### src/rtl/commit_ctrl.sv
// commit_ctrl: ROB-head retirement controller driving the commit port, store release and flush
module commit_ctrl #(
  parameter int ROB_LOG = 4
) (
  input  logic               clk,
  input  logic               rst,
  input  logic               rdy,
  input  logic               head_valid,
  input  logic               head_ready,
  input  logic [ROB_LOG-1:0] head_tag,
  input  logic [1:0]         head_type,
  input  logic [4:0]         head_dest,
  input  logic [31:0]        head_value,
  input  logic               head_mispredict,
  input  logic [31:0]        head_target,
  output logic               head_pop,
  output logic               commit_valid,
  output logic [4:0]         commit_dest,
  output logic [31:0]        commit_value,
  output logic [ROB_LOG-1:0] commit_reorder,
  output logic               store_req,
  output logic [ROB_LOG-1:0] store_tag,
  input  logic               store_done,
  output logic               flush,
  output logic [31:0]        redirect_pc,
  output logic [31:0]        retired_cnt
);
  localparam logic [1:0] COMMIT = 2'd0, STORE_WAIT = 2'd1, FLUSH = 2'd2;
  logic [1:0] state;
  logic accept, store_pop, do_commit, do_flush, do_store;
  always_comb begin
    accept = state == COMMIT && rdy && head_valid && head_ready && head_tag != '0;
    store_pop = state == STORE_WAIT && rdy && store_done;
    do_store = accept && head_type == 2'b01;
    do_commit = accept && !head_type[0] && head_dest != 5'd0;
    do_flush = accept && head_type == 2'b10 && head_mispredict;
    head_pop = !rst && ((accept && !do_store) || store_pop);
  end
  always_ff @(posedge clk) begin
    if (rst) begin
      state <= COMMIT;
      commit_valid <= 1'b0;
      commit_dest <= '0;
      commit_value <= '0;
      commit_reorder <= '0;
      store_req <= 1'b0;
      store_tag <= '0;
      flush <= 1'b0;
      redirect_pc <= '0;
      retired_cnt <= '0;
    end else begin
      commit_valid <= do_commit;
      flush <= do_flush;
      retired_cnt <= retired_cnt + 32'(head_pop);
      if (do_commit) begin
        commit_dest <= head_dest;
        commit_value <= head_value;
        commit_reorder <= head_tag;
      end
      if (do_flush) redirect_pc <= head_target;
      if (do_store) store_tag <= head_tag;
      store_req <= do_store ? 1'b1 : store_pop ? 1'b0 : store_req;
      state <= do_store ? STORE_WAIT : do_flush ? FLUSH :
               store_pop ? COMMIT : (state == FLUSH && rdy) ? COMMIT : state;
    end
  end
endmodule

### config.mk
export PLATFORM = sky130hd
export DESIGN_NAME = commit_ctrl
export DESIGN_NICKNAME = d
export VERILOG_FILES = /design/src/rtl/commit_ctrl.sv
export SDC_FILE = /design/constraint.sdc
export NUM_CORES = 1
export LEC_CHECK = 0
export ABC_AREA = 1
export CAP_MARGIN = 0
export CORE_MARGIN = 5
export CORE_UTILIZATION = 48
export CTS_CLUSTER_DIAMETER = 120
export DETAILED_ROUTE_END_ITERATION = 16
export GPL_TIMING_DRIVEN = 0
export PLACE_DENSITY = 0.86
export SYNTH_ARGS = -nofsm -noshare
export SYNTH_HDL_FRONTEND = slang
export SYNTH_SLANG_ARGS = --single-unit
### constraint.sdc
create_clock -name clk -period 5.7 [get_ports clk]
set_input_delay 1.14 -clock clk [delete_from_list [all_inputs] [get_ports clk]]
set_output_delay 1.14 -clock clk [all_outputs]
set_load 0.02 [all_outputs]
==> results.md <==
* Largest family of logic cells by synthesized area: simple AND/OR/NAND/NOR gates
* GPL Wtd Cong at 0.9123
* Power share of the combinational group at 7.6%
* IO Pins at 195
* Switch share at 20.35%
* Routed Antenna Nets at 0
* Fin crit share at 76.54%
* Yosys top cell by area: dfxtp_1
* Drt first pass iters at 8
* Net Sw Power at 0.4572 mW
* Total CTS buffers at 17
* FF+latch area at 0.002282 sq mm
* Hold Vio Cnt, Final at 0
* GRT Resource Usage Total at 25.45%
* CTS sink cnt at 114
* Die area at 0.01286 sq mm
* DIE HEIGHT at 113.4 um
* Total wire length at 16340 um
* Worst-Margin Slew at 0.6354 ns
* Top cell type's share of synthesized area at 44.46%
* F_max at 229.2 MHz
* Worst hold path cell count at 2
* Worst hold path type: reg -> reg
* Slowest-stage cell, CP: clkdlybuf4s50_1
* Top Family by Delay on Critical Path: buffers and inverters
* Root buffer cell: clkbuf_8
* Run status: complete, no violations
* Via count at 5607
* Max VDD drop at 0.0001911 V
* Area growth, synth to finish at 54.57%
* RSZ-0062 raised after global routing: no
* Antenna violations before repair at 0
* Cell breakdown of the critical path: clkdlybuf4s50_1 > nor2_1 > nand2_2 > nand2_1 > nor2_2 > o21ai_0 > a21oi_1 > clkdlybuf4s50_1
* Antenna fix cells at 0
* Power Internal at 1.790 mW
* Port bufs at 193
* CP arrival at 3.22 ns
* Fin cells at 1175
* Synthesized Nets at 898
* Setup Skew at 0.006515 ns
* Adder-cell share of the synthesized area at 0.4874%
* CTS H-tree depth at 4
* DPL Wire Length at 11930 um
* Most frequent CP cell: clkdlybuf4s50_1
* Syn avg cell area at 6.307 sq um
* Core Area at 0.01037 sq mm
* Max cap viols at 0
* Critical Path Stages at 8
* Worst EP required at 4.56 ns
* Synth Area in Compound Gates at 3.315%
* Routed length per instance at 13.91 um
* Fillers at 761
* Via density at 4.772
* Critical path launch point type: input pin
* Gr ovfl total at 0
* Clk_lat worst skew at 0.52 ns
* Multi-input gate area at 0.002258 sq mm
* Global-route wire length before repair at 25840 um
* Worst setup path category: in -> out
* Seq pwr share at 36.5%
* Crit path largest cell delay at 0.65 ns
* CTS tree: done
* Seq/Total Area, Yosys at 44.46%
* Largest net degree at the start of global routing at 17
* Fraction of layout cells with a size suffix above 1 at 5.197%
* Fin crit period at 4.363 ns
* Most common cell after layout, fill and taps aside: nand2_1
* Mux cell area share after synthesis at 0%
* Setup TNS at 0 ns
* Die Span X at 113.4 um
* Cells after Synth at 814
* Cts hold-fix bufs at 0
* Final nets at 1110
* Worst path bufs/invs at 2
* Area contributors post-synth: dfxtp_1 44%, nand2_1 18%, nor2_1 16%
* Worst Reg-to-Reg Cells at 14
* Slew Viols, Final at 0
* CP Capture Type: output port
* Residual DRC count at 0
* Post-Synth Simple-Gate Area at 39.34%
* Most frequent cells in the layout: 251 x nand2_1, 221 x nor2_1, 193 x clkdlybuf4s50_1, 121 x inv_1, 114 x dfxtp_1
* Post-Syn Area at 0.005134 sq mm
* Crit path max fanout at 6
* Post-CTS Setup Inserts at 0
* Ys Warns at 0
* Starting density of the core at 49.51%
* Flops & latches, synth at 114
* CTS clk-pin slew, worst paths at 0.06 ns
* Placement Rows at 37
* Clock group share of total power at 55.9%
* Post-synth cell types at 25
* Clk buf depth at 2
* Post-CTS resize count at 0
* Rel. slew slack at 57.64%
* Vias in the first global route at 5369
* Fraction of synthesized cell area in xor and xnor cells at 0.8530%
* DP Cell Count at 1143
* Final setup fails at 0
* Iter 0 DRT Violations at 389
* Power density over the cells at 283.2 mW/mm^2
* Leakage at 3.456 nW
==> worst register-to-register path, cell delays in order, from the launching register on <==
cell     delay, ns
dfxtp_1       0.31
inv_1         0.10
nand3_1       0.12
nor2_2        0.26
o21ai_0       0.15
a21oi_1       0.24
ha_1          0.22
ha_1          0.22
nand2_1       0.10
nor2_1        0.25
inv_1         0.07
nor2_1        0.19
nand4_1       0.13
nand2_1       0.08
nor2_1        0.04
==> metrics by stage <==
step | cell area, sq um | power (mW) | hold slack, ns | worst slack (ns) | util [%]
final | 7935 | 2.247 | 0.4604 | 1.337 | 76.52
after global routing | 7935 | 2.317 | 0.4834 | 1.224 | 76.52
after CTS | 7935 | 2.258 | 0.4606 | 1.322 | 76.52
after detailed placement | 7236 | 1.006 | 0.4542 | 1.339 | 69.78
after global placement | 7236 | 1.003 | 0.4491 | 1.348 | 69.78
after floorplan | 5134 | 0.9030 | 0.4391 | 2.424 | -
==> area by class of cell <==
class,count,share of cell area (%)
plain buffers,28,1.703
flip-flops and latches,114,28.76
well taps,136,2.144
clock buffers,23,6.008
repair buffers,193,24.35
multi-input cells,550,28.46
inverters,122,5.771
clock inverters,9,2.807
==> final timing paths <==
kind | startpoint | end | slack [ns]
min reg2reg | commit_dest[2] | commit_dest[2] | 0.46
max reg2reg | state[1] | retired_cnt[20] | 3.12
max | head_tag[1] | head_pop | 1.34
min | commit_dest[2] | commit_dest[2] | 0.46
==> state kept, by name, indices dropped and copies added (netlist names) <==
signal,cells
store_req,1
retired_cnt,32
commit_reorder,4
commit_value,32
commit_valid,1
state,2
flush,1
store_tag,4
redirect_pc,32
commit_dest,5
==> power groups by stage <==
stage	logic [mW]	clock network, mW	registers (mW)
5_1_grt	0.187	1.31	0.821
3_5_place_dp	0.169	0	0.836
2_1_floorplan	0.0500	0	0.853
4_1_cts	0.172	1.27	0.819
6_report	0.172	1.26	0.819
3_3_place_gp	0.168	0	0.836
==> routing by layer <==
metal,part of all wire [%],global-route usage (%)
met1,35,25.38
met2,51,45.34
met3,12,12.79
met4,2.2,9.615
met5,0,0
==> logic make-up after synthesis <==
kind of cell | after synthesis
AND/OR/NAND/NOR | 510
buffers and inverters | 150
flip-flops | 114
AO/OA/AOI/OAI | 33
XOR/XNOR | 5
adder cells (fa/ha/maj) | 2
==> cells in the mapped netlist, drive strengths merged <==
master  count
xor2        2
o21a        1
o21ai       7
and2        1
nor3        3
clkbuf     14
nand4      10
ha          2
buf        14
a21oi      24
inv       122
dfxtp     114
nand2     252
xnor2       3
nand3      18
a211oi      1
nor2      226
Note: power is estimated with default switching activity, not from simulation.
